==> src/rtl/mem_arbiter.sv <==
// Two-requester (instruction/data) arbiter for one single-port RAM; data wins ties. Optional ARB_TIMEOUT_EN aborts stalled accesses.
// Latency: grant one cycle after a request is seen in IDLE; hit and load registered one cycle after ram_ready.
// Backpressure: requesters hold iREN/dREN/dWEN until their hit; the ACC state waits on ram_ready, a dropped request or, when enabled, a timeout.
module mem_arbiter #(
    parameter int unsigned TIMEOUT = 15
) (
    input  logic        CLK,
    input  logic        nRST,
    input  logic        iREN,
    input  logic [31:0] iaddr,
    input  logic        dREN,
    input  logic        dWEN,
    input  logic [31:0] daddr,
    input  logic [31:0] dstore,
    input  logic        ram_ready,
    input  logic [31:0] ramload,
    output logic        ramREN,
    output logic        ramWEN,
    output logic [31:0] ramaddr,
    output logic [31:0] ramstore,
    output logic        ihit,
    output logic        dhit,
    output logic [31:0] iload,
    output logic [31:0] dload,
    output logic        err
);

    typedef enum logic [1:0] {
        IDLE = 2'd0,
        IACC = 2'd1,
        DACC = 2'd2
    } state_t;

    state_t      state_q, state_d;
    logic        ihit_q, ihit_d;
    logic        dhit_q, dhit_d;
    logic [31:0] iload_q, iload_d;
    logic [31:0] dload_q, dload_d;
    logic        abort;

`ifdef ARB_TIMEOUT_EN
    localparam logic [3:0] TO_LAST = 4'(TIMEOUT - 1);
    logic [3:0] cnt_q, cnt_d;
    logic       err_q, err_d;

    // Fires on the TIMEOUT-th consecutive ACC cycle without ram_ready.
    assign abort = (state_q != IDLE) && !ram_ready && (cnt_q == TO_LAST);
`else
    logic unused_timeout;
    assign unused_timeout = ^32'(TIMEOUT);
    assign abort = 1'b0;
`endif

    always_comb begin
        state_d = state_q;
        ihit_d  = 1'b0;
        dhit_d  = 1'b0;
        iload_d = iload_q;
        dload_d = dload_q;
        case (state_q)
            IDLE: begin
                // A requester whose hit is showing this cycle is still holding its request.
                if ((dREN || dWEN) && !dhit_q) begin
                    state_d = DACC;
                end else if (iREN && !ihit_q) begin
                    state_d = IACC;
                end
            end
            IACC: begin
                if (!iREN) begin
                    state_d = IDLE;
                end else if (ram_ready) begin
                    state_d = IDLE;
                    ihit_d  = 1'b1;
                    iload_d = ramload;
                end else if (abort) begin
                    state_d = IDLE;
                end
            end
            DACC: begin
                if (!(dREN || dWEN)) begin
                    state_d = IDLE;
                end else if (ram_ready) begin
                    state_d = IDLE;
                    dhit_d  = 1'b1;
                    if (dREN) begin
                        dload_d = ramload;
                    end
                end else if (abort) begin
                    state_d = IDLE;
                end
            end
            default: state_d = IDLE;
        endcase
    end

`ifdef ARB_TIMEOUT_EN
    always_comb begin
        err_d = err_q;
        cnt_d = cnt_q + 4'd1;
        if (state_q == IDLE || ram_ready || state_d != state_q) begin
            cnt_d = 4'd0;
        end
        if (abort && state_d == IDLE && !ram_ready &&
            ((state_q == IACC && iREN) || (state_q == DACC && (dREN || dWEN)))) begin
            err_d = 1'b1;
        end
    end

    always_ff @(posedge CLK or negedge nRST) begin
        if (!nRST) begin
            cnt_q <= 4'd0;
            err_q <= 1'b0;
        end else begin
            cnt_q <= cnt_d;
            err_q <= err_d;
        end
    end

    assign err = err_q;
`else
    assign err = 1'b0;
`endif

    always_ff @(posedge CLK or negedge nRST) begin
        if (!nRST) begin
            state_q <= IDLE;
            ihit_q  <= 1'b0;
            dhit_q  <= 1'b0;
            iload_q <= 32'd0;
            dload_q <= 32'd0;
        end else begin
            state_q <= state_d;
            ihit_q  <= ihit_d;
            dhit_q  <= dhit_d;
            iload_q <= iload_d;
            dload_q <= dload_d;
        end
    end

    // RAM strobes follow the state directly so ram_ready can land in the first ACC cycle.
    always_comb begin
        ramREN   = 1'b0;
        ramWEN   = 1'b0;
        ramaddr  = 32'd0;
        ramstore = 32'd0;
        case (state_q)
            IACC: begin
                ramREN  = 1'b1;
                ramaddr = iaddr;
            end
            DACC: begin
                ramREN   = dREN;
                ramWEN   = dWEN;
                ramaddr  = daddr;
                ramstore = dstore;
            end
            default: ;
        endcase
    end

    assign ihit  = ihit_q;
    assign dhit  = dhit_q;
    assign iload = iload_q;
    assign dload = dload_q;

endmodule
==> config.mk <==
export PLATFORM = sky130hd
export DESIGN_NAME = mem_arbiter
export DESIGN_NICKNAME = d
export VERILOG_FILES = /design/src/rtl/mem_arbiter.sv
export SDC_FILE = /design/constraint.sdc
export NUM_CORES = 1
export LEC_CHECK = 0
export ABC_AREA = 1
export BUFFER_PORTS_ARGS = -buffer_cell sky130_fd_sc_hd__buf_2
export CORE_AREA = 2 2 104 106
export DETAILED_ROUTE_END_ITERATION = 8
export DIE_AREA = 0 0 106 108
export PLACE_DENSITY_LB_ADDON = 0.1
export RECOVER_POWER = 100
export SYNTH_ARGS = -nofsm -noshare
export SYNTH_HDL_FRONTEND = slang
export SYNTH_SLANG_ARGS = --single-unit
==> constraint.sdc <==
create_clock -name CLK -period 5.2 [get_ports CLK]
set_clock_uncertainty 0.05 [all_clocks]
set_input_delay 1.56 -clock CLK [delete_from_list [all_inputs] [get_ports CLK]]
set_output_delay 1.56 -clock CLK [all_outputs]
set_load 0.01 [all_outputs]
Yosys cells after proc, flatten, opt, wreduce, memory -nomap -nowiden
Index checks and enable logic that the tools add are counted.

storage, ports and cells
  register bits after elaboration = 68
  bits of input ports = 134
  output and inout bits = 133
  word-level logic and storage cells = 31

cells by class
  equal/unequal tests = 3
  multiplexer cells = 15
  reduce and logical (&&, ||, !) cells = 8

operators by type and width
  kind                                                                    count
  32-bit case mux with 2 select lines                                     1
  32-bit 2-to-1 mux                                                       1
  2-bit 2-to-1 mux                                                        5
  1-bit 2-to-1 mux                                                        6
  2-bit case mux with 3 select lines                                      1
  4-bit AND reduction                                                     1
  3-bit inequality test (second input constant)                           1
  3-bit AND reduction                                                     1
  2-bit by 1-bit equality test with 1-bit output (second input constant)  1
  2-bit equality test (second input constant)                             1
  1-bit logical AND                                                       2
  1-bit logical NOT                                                       2
  2-bit logical NOT                                                       1
  1-bit case mux with 2 select lines                                      1
  1-bit logical OR                                                        1

Depth between registers and ports, before layout
  depth after elaboration = 5
  mapped depth = 9
  mapped depth without buffers = 8

Least setup slack after synthesis
No wires, ideal clock.

  path type = input to output
  start point = input port iaddr[10]
  end point = output port ramaddr[10]
  data arrival time = 1838 ps
  data required time = 3590 ps
  slack = 1752 ps
  stages = 2
  path buffers = 0
  cells stage by stage = nand2_1 > a21oi_1

on the way
  longest elaborated chain between the ends = 1

RTL lines
  item                                 line  source
  start: declaration                   10    input logic [31:0] iaddr,
  32-bit case mux with 2 select lines  147   case (state_q)
  end: declaration                     19    output logic [31:0] ramaddr,

No other way between the ends.

Worst setup path in the final report
  start point = register state_q[0]
  end point = output port ramaddr[26]

on the way
  longest elaborated chain between the ends = 2
  elaborated cells between the ends (all ways) = 3
  classes of those cells = 2 x eq/ne; 1 x mux

RTL lines
  item                                                                                   line  source
  start: declaration                                                                     34    state_t state_q, state_d;
  start signal: assignment                                                               133   state_q <= state_d;
  2-bit equality test or 2-bit by 1-bit equality test with 1-bit output (tied branches)  147
  32-bit case mux with 2 select lines (*)                                                147

Mark *: on every way between the ends. The rest lies on a longest branch, timed or not.

==> results.json <==
{
  "status": "finished, violations left",
  "violations": "max-capacitance violations, max-slew violations",
  "worst-path-buf-inv": 3,
  "antenna_found_initial": 0,
  "finalSetupViolations": 0,
  "fp.dieW_um": 106,
  "core_area_um2": 10200,
  "fin_crit_sh": 0.854,
  "place_congestion": 0.842,
  "die_height_um": 108,
  "p_int_uw": 1390,
  "synthAdderAreaFrac": 0.0141,
  "synth_top_family_by_area": "simple AND/OR/NAND/NOR gates",
  "whs_endpoint": "dload[4]",
  "cpPeakStageDelay_ps": 750,
  "synthArstFlopShare": 1.00,
  "grt_max_degree": 65,
  "cpMaxStageDelayCell": "ha_2",
  "worst_setup_path_start_kind": "flip-flop",
  "detail_route.vias_per_cell": 4.39,
  "synthXorXnorAreaFrac": 0,
  "vias": 3739,
  "path_clk_slew_ps": 70,
  "crit_type": "flip-flop to output port",
  "totalWireLength_mm": 11.9,
  "hpwl_mm": 8.89,
  "gr-total-overflow": 0,
  "dr.pass1.iters": 4,
  "p_comb_frac": 0.500,
  "cts_buffer_depth": 2,
  "worstHoldPathCells": 2,
  "fin_area_um2": 4770,
  "holdCritStartpoint": "dload[4]",
  "drt_iter0_markers": 274,
  "synth_compound_area_frac": 0.172,
  "synth_cells": 458,
  "switchingPower_uw": 1220,
  "final_cell_mix": "173 x nand2_1, 138 x clkbuf_1, 133 x buf_2",
  "seqPwrFrac": 0.354,
  "muxShareOfSynthArea": 0,
  "clk_latency_ps": 340,
  "worst_pin_slew_ps": 2660,
  "nets": 849,
  "r2r_end": "dload[3]",
  "end_kind": "output port",
  "r2r-start": "state_q[0]",
  "numCtsBuffers": 9,
  "tns_ps": 0,
  "synth_edf_count": 0,
  "synth-seq-cells": 68,
  "ios": 267,
  "synth_fp_nets": 596,
  "path_delay_family": "buffers and inverters",
  "vdd_ir_drop_max_mv": 0.290,
  "min_path_type": "flip-flop to flip-flop",
  "critPathArrivalTime_ps": 2830,
  "slew_headroom": -0.777,
  "cpMostUsedCell": "clkbuf_1",
  "crit_chain": "inv_1 -> ha_2 -> clkbuf_1 -> nand2_1 -> a21oi_1 -> clkbuf_1",
  "mostFrequentLayoutCell": "nand2_1",
  "place_area_um2": 4900,
  "cap_violations": 3,
  "antennaDiodeCount": 0,
  "ant_nets": 0,
  "syn_area_um2": 3540,
  "hold_buffers": 0,
  "wl_per_cell_um": 14.0,
  "synth-simple-area-share": 0.203,
  "cts_root_buf": "clkbuf_8",
  "regToRegSetupSlack_ps": 1810,
  "ys_warn_count": 0,
  "clkPwrFrac": 0.145,
  "hold_viol_final": 0,
  "p_leak_uw": 0.00263,
  "synth_area_per_cell_um2": 7.73,
  "grt_use_total": 0.198,
  "synthDistinctLibCells": 22,
  "crit_required_ps": 3590,
  "cts.sink_count": 68,
  "fin_crit_ps": 4440,
  "maxSlewViolCount": 180,
  "switching_share": 0.466,
  "reg2reg_depth": 5,
  "area_growth_pct": 34.7,
  "critPathMaxFanout": 47,
  "timing.fmax_mhz": 225,
  "portBuffers": 265,
  "grt_setup_unrepaired": "no",
  "power.density_nw_per_um2": 547,
  "layout-drive-gt1-share": 0.211,
  "drc": 0,
  "die_area_um2": 11400,
  "power_uw": 2610,
  "h-tree-depth": 3,
  "cts_resized": 0,
  "seq_area_frac_synth": 0.481,
  "start_util": 0.346,
  "tritoncts": "built",
  "post_cts_buffers": 0,
  "grt_pass1_vias": 3556,
  "grt_pass1_wl_mm": 17.8,
  "rows": 37,
  "synth_flop_cell": "dfrtp_1"
}
## power groups by stage
| stage | Sequential [uW] | Clock, uW | Combinational, uW |
|---|---|---|---|
| after floorplan | 1040 | 0 | 749 |
| after global placement | 914 | 0 | 1480 |
| after detailed placement | 920 | 0 | 1500 |
| after CTS | 918 | 397 | 1510 |
| after global routing | 961 | 418 | 1480 |
| final | 924 | 380 | 1310 |
## area by class of cell
type | instances | area [um2]
clock buffers | 13 | 159
inverters | 76 | 285
fillers | 1201 | 5460
clock inverters | 2 | 10.0
repair buffers | 269 | 1180
multi-input cells | 287 | 1270
flip-flops and latches | 68 | 1700
well taps | 136 | 170
## routing by layer
layer	share of wire	wire length [um]	GRT usage	vias up
li1	-	-	-	1892
met1	0.40	4760	0.222	1679
met2	0.50	5940	0.353	158
met3	0.085	1020	0.0693	10
met4	0.017	201	0.0686	0
met5	0	0	0	-
## cells by family after synthesis
| logic type | Yosys count |
|---|---|
| compound gates | 98 |
| simple gates | 184 |
| buf+inv | 103 |
| flops | 68 |
| fa+ha+maj | 4 |
| other cells | 1 |
## worst reg2reg max path, cell delays in order (launching register included)
cell	delay, ps
dfrtp_1	400
inv_1	100
ha_2	460
nand3_2	180
clkbuf_1	1690
o21ai_0	280
## per-stage QoR
stage	setup slack [ps]	cells	hold slack (ps)	util
5_1_grt	500	851	457	0.466
3_5_place_dp	1440	836	414	0.479
3_3_place_gp	1440	836	412	0.479
2_1_floorplan	1750	458	469	-
6_report	760	851	436	0.466
4_1_cts	1150	851	433	0.496
## cells in the mapped netlist, types with 2 or more instances
cell | number | share of area
nand4_1 | 2 | 0.0035
buf_6 | 6 | 0.019
nand3_1 | 5 | 0.0071
ha_1 | 4 | 0.014
o21ai_0 | 29 | 0.041
buf_4 | 2 | 0.0042
clkbuf_1 | 6 | 0.0064
nor2_1 | 2 | 0.0021
nand2_1 | 172 | 0.18
dfrtp_1 | 68 | 0.48
o21ai_1 | 3 | 0.0042
o21ai_2 | 32 | 0.079
a21oi_1 | 34 | 0.048
buf_2 | 12 | 0.017
inv_1 | 74 | 0.078
## state kept, by name, summed over array words and instances (netlist names)
name / flops
ihit: 1
dload: 32
iload: 32
dhit: 1
state_q: 2
## worst max path at each step
stage	startpoint	to	slack (ps)	depth (start not counted)
after floorplan	iaddr[10]	ramaddr[10]	1750	2
after global placement	iaddr[28]	ramaddr[28]	1440	4
after detailed placement	iaddr[28]	ramaddr[28]	1440	4
after CTS	state_q[0]	ramaddr[23]	1150	6
after global routing	nRST	iload[27]	500	2
final	state_q[0]	ramaddr[26]	760	6
Note: power is estimated with default switching activity, not from simulation.
